**src/rtl/imem_fetch_ctrl_pkg.sv**
```systemverilog
// Shared defaults and FSM encoding for the stage1if fetch front end.
package imem_fetch_ctrl_pkg;

    localparam int unsigned ADDR_W_DEF   = 12;
    localparam int unsigned DATA_W_DEF   = 12;
    localparam int unsigned Q_DEPTH_DEF  = 2;
    localparam logic [11:0] RESET_PC_DEF = 12'h000;
    localparam logic [11:0] NOP_WORD     = 12'h000;

    // SQUASH: a request is still outstanding but its response belongs to a dead path.
    typedef enum logic [1:0] {
        ST_IDLE   = 2'd0,
        ST_REQ    = 2'd1,
        ST_SQUASH = 2'd2
    } fetch_state_t;

endpackage

```
**src/rtl/imem_fetch_ctrl_fetch_queue.sv**
```systemverilog
// Small FIFO of fetched {pc, instr} pairs; head is presented combinationally.
module fetch_queue
    import imem_fetch_ctrl_pkg::*;
#(
    parameter int unsigned ADDR_W  = ADDR_W_DEF,
    parameter int unsigned DATA_W  = DATA_W_DEF,
    parameter int unsigned Q_DEPTH = Q_DEPTH_DEF,
    localparam int unsigned PTR_W  = $clog2(Q_DEPTH),
    localparam int unsigned CNT_W  = PTR_W + 1
) (
    input  logic              clk,
    input  logic              rst_n,
    input  logic              i_push,
    input  logic [ADDR_W-1:0] i_push_pc,
    input  logic [DATA_W-1:0] i_push_instr,
    input  logic              i_pop,
    input  logic              i_flush,
    output logic              o_valid,
    output logic [ADDR_W-1:0] o_pc,
    output logic [DATA_W-1:0] o_instr,
    output logic [CNT_W-1:0]  o_count
);

    logic [ADDR_W-1:0] r_pc    [Q_DEPTH];
    logic [DATA_W-1:0] r_instr [Q_DEPTH];
    logic [PTR_W-1:0]  r_rd_ptr;
    logic [PTR_W-1:0]  r_wr_ptr;
    logic [CNT_W-1:0]  r_count;
    logic              w_pop;

    assign o_valid = (r_count != '0);
    assign w_pop   = i_pop && o_valid;
    assign o_count = r_count;
    assign o_pc    = o_valid ? r_pc[r_rd_ptr]    : '0;
    assign o_instr = o_valid ? r_instr[r_rd_ptr] : DATA_W'(NOP_WORD);

    // Flush wins over a simultaneous push or pop.
    always_ff @(posedge clk or negedge rst_n) begin
        if (!rst_n) begin
            r_rd_ptr <= '0;
            r_wr_ptr <= '0;
            r_count  <= '0;
        end else if (i_flush) begin
            r_rd_ptr <= '0;
            r_wr_ptr <= '0;
            r_count  <= '0;
        end else begin
            if (i_push) r_wr_ptr <= r_wr_ptr + PTR_W'(1);
            if (w_pop)  r_rd_ptr <= r_rd_ptr + PTR_W'(1);
            r_count <= r_count + CNT_W'(i_push) - CNT_W'(w_pop);
        end
    end

    always_ff @(posedge clk) begin
        if (i_push && !i_flush) begin
            r_pc[r_wr_ptr]    <= i_push_pc;
            r_instr[r_wr_ptr] <= i_push_instr;
        end
    end

    a_no_overflow: assert property (@(posedge clk) disable iff (!rst_n)
        !(i_push && !i_flush && (r_count == CNT_W'(Q_DEPTH)) && !w_pop));

endmodule

```
**src/rtl/imem_fetch_ctrl.sv**
```systemverilog
// Fetch PC owner: drives the imem request/ack port, queues returned words for stage1if,
// and handles stall plus branch redirect including squash of an in-flight fetch.
module imem_fetch_ctrl
    import imem_fetch_ctrl_pkg::*;
#(
    parameter int unsigned       ADDR_W   = ADDR_W_DEF,
    parameter int unsigned       DATA_W   = DATA_W_DEF,
    parameter logic [ADDR_W-1:0] RESET_PC = ADDR_W'(RESET_PC_DEF),
    parameter int unsigned       Q_DEPTH  = Q_DEPTH_DEF
) (
    input  logic              clk,
    input  logic              rst,
    input  logic              stall,
    input  logic              redirect_valid,
    input  logic [ADDR_W-1:0] redirect_pc,
    output logic              imem_req,
    output logic [ADDR_W-1:0] imem_addr,
    input  logic              imem_ack,
    input  logic [DATA_W-1:0] imem_rdata,
    output logic [ADDR_W-1:0] pc_out,
    output logic [DATA_W-1:0] instr_out,
    output logic              enable_out
);

    localparam int unsigned CNT_W = $clog2(Q_DEPTH) + 1;

    fetch_state_t      r_state;
    logic              r_req;
    logic [ADDR_W-1:0] r_addr;
    logic [ADDR_W-1:0] r_fetch_pc;

    logic              w_valid;
    logic              w_push;
    logic              w_pop;
    logic              w_space;
    logic [CNT_W-1:0]  w_count;
    logic [CNT_W-1:0]  w_cnt_next;
    logic [ADDR_W-1:0] w_next_pc;

    assign w_pop  = w_valid && !stall;
    assign w_push = (r_state == ST_REQ) && imem_ack && !redirect_valid;

    // Issue only if the queue can still absorb a response after this cycle's push/pop/flush.
    always_comb begin
        w_cnt_next = '0;
        if (!redirect_valid)
            w_cnt_next = w_count + CNT_W'(w_push) - CNT_W'(w_pop);
    end
    assign w_space = (w_cnt_next < CNT_W'(Q_DEPTH));

    always_comb begin
        w_next_pc = r_fetch_pc;
        if (redirect_valid)
            w_next_pc = redirect_pc;
        else if (w_push)
            w_next_pc = r_fetch_pc + ADDR_W'(1);
    end

    always_ff @(posedge clk or negedge rst) begin
        if (!rst) begin
            r_state    <= ST_IDLE;
            r_req      <= 1'b0;
            r_addr     <= RESET_PC;
            r_fetch_pc <= RESET_PC;
        end else begin
            r_fetch_pc <= w_next_pc;
            case (r_state)
                ST_IDLE: begin
                    if (w_space) begin
                        r_state <= ST_REQ;
                        r_req   <= 1'b1;
                        r_addr  <= w_next_pc;
                    end
                end
                ST_REQ: begin
                    if (imem_ack) begin
                        if (w_space) begin
                            r_addr <= w_next_pc;
                        end else begin
                            r_state <= ST_IDLE;
                            r_req   <= 1'b0;
                        end
                    end else if (redirect_valid) begin
                        r_state <= ST_SQUASH;
                    end
                end
                ST_SQUASH: begin
                    // Queue was flushed on entry and nothing is pushed here, so space is guaranteed.
                    if (imem_ack) begin
                        r_state <= ST_REQ;
                        r_addr  <= w_next_pc;
                    end
                end
                default: begin
                    r_state <= ST_IDLE;
                    r_req   <= 1'b0;
                end
            endcase
        end
    end

    fetch_queue #(
        .ADDR_W  (ADDR_W),
        .DATA_W  (DATA_W),
        .Q_DEPTH (Q_DEPTH)
    ) u_queue (
        .clk          (clk),
        .rst_n        (rst),
        .i_push       (w_push),
        .i_push_pc    (r_fetch_pc),
        .i_push_instr (imem_rdata),
        .i_pop        (w_pop),
        .i_flush      (redirect_valid),
        .o_valid      (w_valid),
        .o_pc         (pc_out),
        .o_instr      (instr_out),
        .o_count      (w_count)
    );

    assign imem_req   = r_req;
    assign imem_addr  = r_addr;
    assign enable_out = w_valid;

endmodule

```
**config.mk**
```make
export PLATFORM = sky130hd
export DESIGN_NAME = imem_fetch_ctrl
export DESIGN_NICKNAME = d
export VERILOG_FILES = /design/src/rtl/imem_fetch_ctrl_pkg.sv /design/src/rtl/imem_fetch_ctrl_fetch_queue.sv /design/src/rtl/imem_fetch_ctrl.sv
export SDC_FILE = /design/constraint.sdc
export NUM_CORES = 1
export LEC_CHECK = 0
export BUFFER_PORTS_ARGS = -buffer_cell sky130_fd_sc_hd__buf_2
export CAP_MARGIN = 20
export CORE_MARGIN = 10
export CORE_UTILIZATION = 40
export DETAILED_ROUTE_END_ITERATION = 10
export GPL_ROUTABILITY_DRIVEN = 0
export PLACE_DENSITY = 0.68
export SKIP_CTS_REPAIR_TIMING = 1
export SYNTH_ARGS = -nofsm -noshare
export SYNTH_HDL_FRONTEND = slang
export SYNTH_SLANG_ARGS = --single-unit
```
**constraint.sdc**
```tcl
create_clock -name clk -period 3.3 [get_ports clk]
set_input_delay 0.66 -clock clk [delete_from_list [all_inputs] [get_ports clk]]
set_output_delay 0.66 -clock clk [all_outputs]
set_load 0.01 [all_outputs]
```
Word level (Yosys, flattened, before mapping)
Memory sizes are Yosys's and may differ from the RTL's. Cells that the tools add are included.

Flip-flop bits (word level): 31. Bits in writable memories: 48. Input bits: 29. Output and inout port bits: 38. Memories: 2.

Add/subtract/negate cells: 6. Order comparisons: 1. Equality and inequality tests: 8. Multiplexer cells: 26. Bitwise operators: 1. Reduce and logical (&&, ||, !) cells: 15.

Memories: u_queue.r_instr (words 2, bits a word 12, read ports 1, clocked after memory_dff 0, write ports 1, line imem_fetch_ctrl_fetch_queue.sv:25) `logic [DATA_W-1:0] r_instr [Q_DEPTH];`; u_queue.r_pc (words 2, bits a word 12, read ports 1, clocked after memory_dff 0, write ports 1, line imem_fetch_ctrl_fetch_queue.sv:24) `logic [ADDR_W-1:0] r_pc [Q_DEPTH];`.

Operator list (count): $mux W12 (7); $pmux W12 S3 (1); $mux W2 (7); $add A12 B1 Y12 const B (1); $mux W1 (9); $ne A2 B2 Y1 const B (4); $reduce_and A4 Y1 (2); $ne A3 B3 Y1 const B (2); $pmux W2 S3 (1); $reduce_bool A2 Y1 (3); $logic_and A1 B1 Y1 (5); $sub A2 B1 Y2 (2); $pmux W1 S3 (1); $reduce_and A3 Y1 (1); $reduce_bool A3 Y1 (1); $add A1 B1 Y1 const B (2); $add A2 B1 Y2 (1); $eq A2 B1 Y1 const B (1); $eq A2 B2 Y1 const B (1); $logic_not A1 Y1 (2); $logic_not A2 Y1 (1); $lt A2 B2 Y1 const B (1); $not A1 Y1 (1).

Longest topological paths before layout
Gate-level depths: netlist of run 1.

Depth after elaboration: 10. Depth in mapped cells: 10. Gate-level depth less buffers: 8.

Hierarchy
A second synthesis of run 1 with hierarchy kept.

Cell total of the unflattened synthesis: 264. Area total of the unflattened synthesis: 3508.4 um^2.

Modules (own cells, without submodules): fetch_queue (instances 1, cells an instance 122, area an instance 2044.5 um^2, seq. area each 1541.5 um^2); imem_fetch_ctrl (instances 1, cells an instance 142, area an instance 1463.9 um^2, seq. area each 675.6 um^2).

Least setup slack after synthesis of run 1
OpenSTA, ideal clock, no wires.

Path type: in2reg. Start point: input imem_ack. End point: memory u_queue.r_instr[0][0] (netlist name), enable pin. Library setup time: 0.435 ns. Data arrival time: 2.806 ns. Setup slack: 0.058 ns. Cell stages on the path: 3. Path buffers: 1. Cells stage by stage: clkbuf_1 nand3b_1 nor3_1.

Word-level cells in the longest chain between the ends: 5.

Ends and longest elaborated chain: start: declaration (line imem_fetch_ctrl.sv:18) `input logic imem_ack,`; $logic_and A1 B1 Y1 (2 in a row) (line imem_fetch_ctrl.sv:41) `assign w_push = (r_state == ST_REQ) && imem_ack && !redirect_valid;`; $logic_and A1 B1 Y1 (line imem_fetch_ctrl_fetch_queue.sv:55) `if (i_push && !i_flush) begin`; $mux W1 (line imem_fetch_ctrl_fetch_queue.sv:55); $mux W1 (implied by the code) (line imem_fetch_ctrl_fetch_queue.sv:57) `r_instr[r_wr_ptr] <= i_push_instr;`; end: declaration (line imem_fetch_ctrl_fetch_queue.sv:25).

Every way passes these cells.

Worst setup path in the final report of run 1
Start point: register r_state[1]. End point: register r_addr[1], in the netlist imem_addr[1].

Word-level cells in the longest chain between the ends: 10.

Ends and longest elaborated chain: start: declaration (line imem_fetch_ctrl.sv:27) `fetch_state_t r_state;`; start signal: assignment (line imem_fetch_ctrl.sv:61) `r_state <= ST_IDLE;`; start signal: assignment (line imem_fetch_ctrl.sv:70) `r_state <= ST_REQ;`; start signal: assignment (line imem_fetch_ctrl.sv:80) `r_state <= ST_IDLE;`; $eq A2 B1 Y1 (line imem_fetch_ctrl.sv:41, imem_fetch_ctrl.sv:67); $logic_and A1 B1 Y1 (2 in a row) (line imem_fetch_ctrl.sv:41); $add A2 B1 Y2 (line imem_fetch_ctrl.sv:47) `w_cnt_next = w_count + CNT_W'(w_push) - CNT_W'(w_pop);`; $sub A2 B1 Y2 (line imem_fetch_ctrl.sv:47); $mux W2 (line imem_fetch_ctrl.sv:46) `if (!redirect_valid)`; $lt A2 B2 Y1 (line imem_fetch_ctrl.sv:49) `assign w_space = (w_cnt_next < CNT_W'(Q_DEPTH));`; $mux W12 (line imem_fetch_ctrl.sv:69, imem_fetch_ctrl.sv:77); $mux W12 (line imem_fetch_ctrl.sv:76) `if (imem_ack) begin`; $pmux W12 S3 (line imem_fetch_ctrl.sv:67) `case (r_state)`; end signal: assignment (line imem_fetch_ctrl.sv:72) `r_addr <= w_next_pc;`; end signal: assignment (line imem_fetch_ctrl.sv:78) `r_addr <= w_next_pc;`; end signal: assignment (line imem_fetch_ctrl.sv:91) `r_addr <= w_next_pc;`; end: declaration (line imem_fetch_ctrl.sv:29) `logic [ADDR_W-1:0] r_addr;`.

Parallel ways exist; a longest one is shown, timed or not. The select of a mux whose other input is x is not followed. A chain may end at the register's enable or synchronous reset.

==> flow_summary.toml, run 1 <==
[status]
outcome = "completed"

[setup_path]
rrSetupSlack_ns = 0.54
cp.buffers_inverters = 1
critPathRequiredTime_ns = 3.53
path_max_fanout = 12
cp-end-kind = "flip-flop"
rr_startpoint = "r_state[1]$_DFFE_PN0P_"
cp-startpoint = "r_state[1]$_DFFE_PN0P_"
crit_chain = "nand3b_1 -> nor2_1 -> ha_1 -> or4b_1 -> a21boi_0 -> nor4_2 -> nor2_2 -> buf_12 -> mux2_2"
crit_family = "simple AND/OR/NAND/NOR gates"
cp-start-kind = "flip-flop"
slowest_stage = "or4b_1"
worst-setup-path-type = "flip-flop to flip-flop"
crit_end = "imem_addr[1]$_DFFE_PN0P_"
crit_cells = 9
arrival_ns = 2.99
r2r_cells = 9
rr_endpoint = "imem_addr[1]$_DFFE_PN0P_"
cpPeakStageDelay_ns = 0.52

[timing]
period_needed_ns = 2.76
tns_ns = 0
rsz0062_at_grt = "false"
slew_violations = 0
max_freq_mhz = 362
clock_skew_ns = 0.00769
setup_viol = 0
worst_pin_slew_ns = 0.671
slew-limit-headroom_pct = 55.2
hold_violations = 0
post-route-period-util_pct = 83.7

[cts]
cts_max_path_buffers = 2
cts.sinks = 79
numCtsBuffers = 9
cts_tree = "done"
root_buffer = "clkbuf_8"
clkTransAtPathRegs_ns = 0.08
h-tree-depth = 3
clk_latency_ns = 0.35

[synth]
ys_async_sr_fraction_pct = 39.2
yosys-top-cells-area = "edfxtp_1, dfrtp_1, mux2i_1"
synth_mux_area_share_pct = 13.1
syn_nets = 281
avgSynthCellArea_sq_um = 13.7
synth_compound_area_share_pct = 3.04
synth-warning-count = 0
synth_top_family_by_area = "multiplexers"
ys_seq_elements = 79
synth_top_cell_by_area = "edfxtp_1"
synth_cell_types = 35
synth-main-ff-cell = "edfxtp_1"
yosysMostFrequentCell = "edfxtp_1"
yosysTopAreaCellShare_pct = 42.3
synth_area_sq_um = 3410
synthSimpleGateAreaFrac_pct = 10.3
synth_edf_count = 48
synth-xor-area-share_pct = 3.85
syn-instance-count = 249
seq_area_frac_synth_pct = 65.0
synth.top_cells.by_count = "edfxtp_1, nor2_1, dfrtp_1, mux2i_1, nand2_1"
synthAdderAreaFrac_pct = 1.39

[power]
power-per-cell-area_nw_per_um2 = 752
peakVddDrop_mv = 0.506
seqPwrFrac_pct = 44.7
combPwrFrac_pct = 34.7
power_leakage_nw = 1.65
swShare_pct = 34.1
clkPwrFrac_pct = 20.6
intPower_mw = 2.00
power_switching_mw = 1.03

[layout]
nFillCells = 764
num_antenna_cells = 0
areaGrowthSynthToFinish_pct = 18.0
drive_above_1_share_pct = 32.9
finalInstanceArea_sq_um = 4030
fin_nets = 352

[die]
start_util_pct = 41.3
dieArea_sq_um = 12600
core_area_sq_um = 8260
die_y_microns = 112
io_pins = 67
die_width_microns = 112
rows = 33

[global_routing]
grt_pass1_wl_microns = 10800
antenna_found_initial = 0
grt_usage_pct = 10.6
grt_max_degree = 34
overflow = 0
grt_pass1_vias = 2075

[flow_run]
drv_cap = 0

[route]
final_antenna_net_count = 0
vias_per_cell = 4.78
route.detailed.drc = 0
drtIter0Drc = 82
vias = 2054
wl_per_cell_microns = 15.6
drt_wl_total_microns = 6700
first_pass_iters = 4

[placement]
io_buffers = 66
dp_hpwl_microns = 4600
place_area_sq_um = 3850

[hold_path]
hold_path_class = "input pin to async pin"
[state kept, by name (all words and copies together), names as in the netlist]
| signal | cells |
|---|---|
| u_queue.r_instr | 24 |
| u_queue.r_pc | 24 |
| imem_addr | 12 |
| r_fetch_pc | 12 |
| r_state | 2 |
| u_queue.o_count | 2 |
| imem_req | 1 |
| u_queue.r_rd_ptr | 1 |
| u_queue.r_wr_ptr | 1 |
[stage by stage]
| step | instances | total power, mW | util (%) | hold WS, ns | setup WS, ns |
|---|---|---|---|---|---|
| finish | 430 | 3.03 | 48.8 | 0.346 | 0.537 |
| global route | 430 | 3.23 | 48.8 | 0.371 | 0.324 |
| CTS | 430 | 3.08 | 48.8 | 0.354 | 0.538 |
| detailed placement | 414 | 2.44 | 46.7 | 0.486 | 0.317 |
| global placement | 414 | 2.42 | 46.7 | 0.477 | 0.362 |
| floorplan | 249 | 2.05 | - | 0.364 | 0.0585 |
[layer usage]
| metal | track usage [%] | routed length (microns) |
|---|---|---|
| met4 | 2.54 | 61 |
| met3 | 4.90 | 401 |
| met5 | 0 | 0 |
| met1 | 13.6 | 3230 |
| met2 | 15.9 | 3010 |
[layout make-up]
type                    instances  area, sq um  area share, %
inverters                       6         22.5          0.559
clock inverters                 7         48.8           1.21
multi-input cells             151         1090           27.0
well taps                     105          131           3.26
clock buffers                   9          124           3.08
flip-flops and latches         79         2220           55.1
repair buffers                 73          395           9.82
[layout by cell type, fill, tap and decap left out, types with 2 or more instances in the layout]
cell type and count:
clkinvlp_4 3, a21oi_1 3, mux2i_1 25, buf_2 66, nor2_1 34, nand2_1 15
mux2_2 4, inv_1 6, mux2_4 10, nand4_1 2, nor3_1 4, xor2_1 5
clkbuf_8 9, nor4_1 4, edfxtp_1 48, buf_4 6, nor2_2 2, ha_1 3
nand2b_1 2, o21ai_0 13, xnor2_1 10, dfrtp_1 31, nand3_1 3, nand3b_1 2
[logic make-up after synthesis]
kind of cell / after synthesis
AOI/OAI and AO/OA: 19
xor gates and xnor gates: 15
adders and majority gates: 4
buffers and inverters: 19
DFF: 79
muxes: 39
and+or+nand+nor: 74
[power by group through the flow]
stage / logic (mW) / clock network [mW] / registers [mW]
3_5_place_dp: 1.07 / 0 / 1.37
6_report: 1.05 / 0.624 / 1.35
4_1_cts: 1.08 / 0.646 / 1.35
3_3_place_gp: 1.06 / 0 / 1.36
2_1_floorplan: 0.678 / 0 / 1.37
5_1_grt: 1.16 / 0.697 / 1.38
[worst min-delay path by stage]
stage	start	end	slack, ns	depth (start not counted)
floorplan	rst	imem_addr[0]$_DFFE_PN0P_	0.36	0
global placement	r_fetch_pc[11]$_DFF_PN0_	u_queue.r_pc[0][11]$_DFFE_PP_	0.48	0
detailed placement	r_fetch_pc[11]$_DFF_PN0_	u_queue.r_pc[1][11]$_DFFE_PP_	0.49	0
CTS	rst	r_state[0]$_DFFE_PN0P_	0.35	1
global route	rst	r_state[1]$_DFFE_PN0P_	0.37	1
finish	rst	r_state[0]$_DFFE_PN0P_	0.35	1
Power figures use the tool's default switching activity.
==> run 2, diff against run 1 <==
Settings changed: PLACE_DENSITY 0.68 to 0.7.
Clock period 3.3 ns to 2.4 ns, I/O delays scaled along.
==> flow_summary.toml, run 2 (synthesis gave the netlist of run 1 again) <==
[setup_path]
arrival_ns = 2.85
path_max_fanout = 6
rr_endpoint = "imem_addr[7]$_DFFE_PN0P_"
r2r_cells = 9
worst-setup-path-type = "flip-flop to flip-flop"
critPathRequiredTime_ns = 2.64
rrSetupSlack_ns = -0.21
cp-start-kind = "flip-flop"
cp-end-kind = "flip-flop"
rr_startpoint = "r_state[1]$_DFFE_PN0P_"

[die]
die_width_microns = 112
io_pins = 67
dieArea_sq_um = 12600
core_area_sq_um = 8260
rows = 33
start_util_pct = 41.3
die_y_microns = 112

[cts]
clkTransAtPathRegs_ns = 0.08
cts_max_path_buffers = 2
root_buffer = "clkbuf_8"
cts.sinks = 79
cts_tree = "done"
clk_latency_ns = 0.35
numCtsBuffers = 9
h-tree-depth = 3

[layout]
drive_above_1_share_pct = 35.9
finalInstanceArea_sq_um = 4120
final-instance-count-excl-fill = 439
nFillCells = 764
num_antenna_cells = 0
final_common_cell = "buf_2"
reg_top3 = "u_queue.r_instr x24, u_queue.r_pc x24"
areaGrowthSynthToFinish_pct = 20.8
fin_nets = 361
mostFrequentLayoutCells = "buf_2, edfxtp_1, nor2_1"

[route]
vias_per_cell = 4.79
drtIter0Drc = 49
vias = 2103
route.detailed.drc = 0
drt_wl_total_microns = 6860
wl_per_cell_microns = 15.6
first_pass_iters = 4
final_antenna_net_count = 0

[timing]
hold_violations = 0
post-route-period-util_pct = 109
worst_pin_slew_ns = 0.693
period_needed_ns = 2.61
max_freq_mhz = 383
slew-limit-headroom_pct = 53.8
tns_ns = -2.43
clock_skew_ns = 0.00868
fin_ws_ns = -0.209
rsz0062_at_grt = "true"
slew_violations = 0
setup_viol = 12

[global_routing]
grt_usage_pct = 10.8
met2_usage_pct = 15.1
antenna_found_initial = 0
overflow = 0
busiest_layer = "met2"
grt_max_degree = 34
grt_pass1_wl_microns = 11000
grt_pass1_vias = 2147
use_met1_pct = 14.4
met3_usage_pct = 4.58

[status]
outcome = "complete, but fails checks"
violations = "negative setup slack"

[placement]
dp_hpwl_microns = 4730
io_buffers = 66
dp_cells = 419
place_area_sq_um = 3880

[flow_run]
drv_cap = 0

[power]
peakVddDrop_mv = 0.543
power_leakage_nw = 1.70
power-per-cell-area_nw_per_um2 = 1030

[hold_path]
hold_path_class = "input pin to async pin"
-- run 2: layout make-up --
type | count | area, sq um | share of cell area [%]
clock inverter | 5 | 35.0 | 0.850
timing repair buffer | 81 | 443 | 10.8
multi-input combinational | 152 | 1130 | 27.4
sequential | 79 | 2220 | 53.8
inverter | 6 | 22.5 | 0.547
tap | 105 | 131 | 3.19
clock buffer | 11 | 141 | 3.43
-- run 2: worst max path at each step --
stage,depth (start not counted),from,to,slack (ns)
CTS,8,r_state[1]$_DFFE_PN0P_,imem_addr[1]$_DFFE_PN0P_,-0.55
detailed placement,9,imem_ack,imem_addr[1]$_DFFE_PN0P_,-0.67
global route,9,r_state[1]$_DFFE_PN0P_,imem_addr[8]$_DFFE_PN0P_,-0.31
finish,9,r_state[1]$_DFFE_PN0P_,imem_addr[7]$_DFFE_PN0P_,-0.21
global placement,9,imem_ack,imem_addr[1]$_DFFE_PN0P_,-0.60
floorplan,10,imem_ack,imem_addr[10]$_DFFE_PN0P_,-0.42
-- run 2: critical path, stage by stage, from the launching register on --
cell      delay (ns)
dfrtp_1         0.37
nand3b_1        0.19
nor2_2          0.12
ha_1            0.25
or4b_4          0.53
and3b_2         0.24
nor4_4          0.24
buf_4           0.18
nor2_4          0.07
mux2_4          0.31
-- run 2: metrics by stage --
step	util, %	setup WS (ns)	hold WS (ns)	power, mW
after floorplan	-	-0.417	0.184	2.82
after global placement	47.0	-0.599	0.478	3.34
after detailed placement	47.0	-0.673	0.487	3.38
after CTS	49.2	-0.549	0.184	4.27
after global routing	49.9	-0.308	0.214	4.55
final	49.9	-0.209	0.170	4.26
-- run 2: power breakdown --
part	total, mW	switching (mW)	internal, mW
Sequential	1.83	0.136	1.70
Combinational	1.54	0.828	0.713
Clock	0.889	0.484	0.404
-- run 2: layer usage --
metal / vias to the layer above / share of wire (%)
met5: - / 0
met4: 0 / 1.3
met3: 8 / 6.6
met2: 57 / 44
met1: 995 / 48
li1: 1043 / -
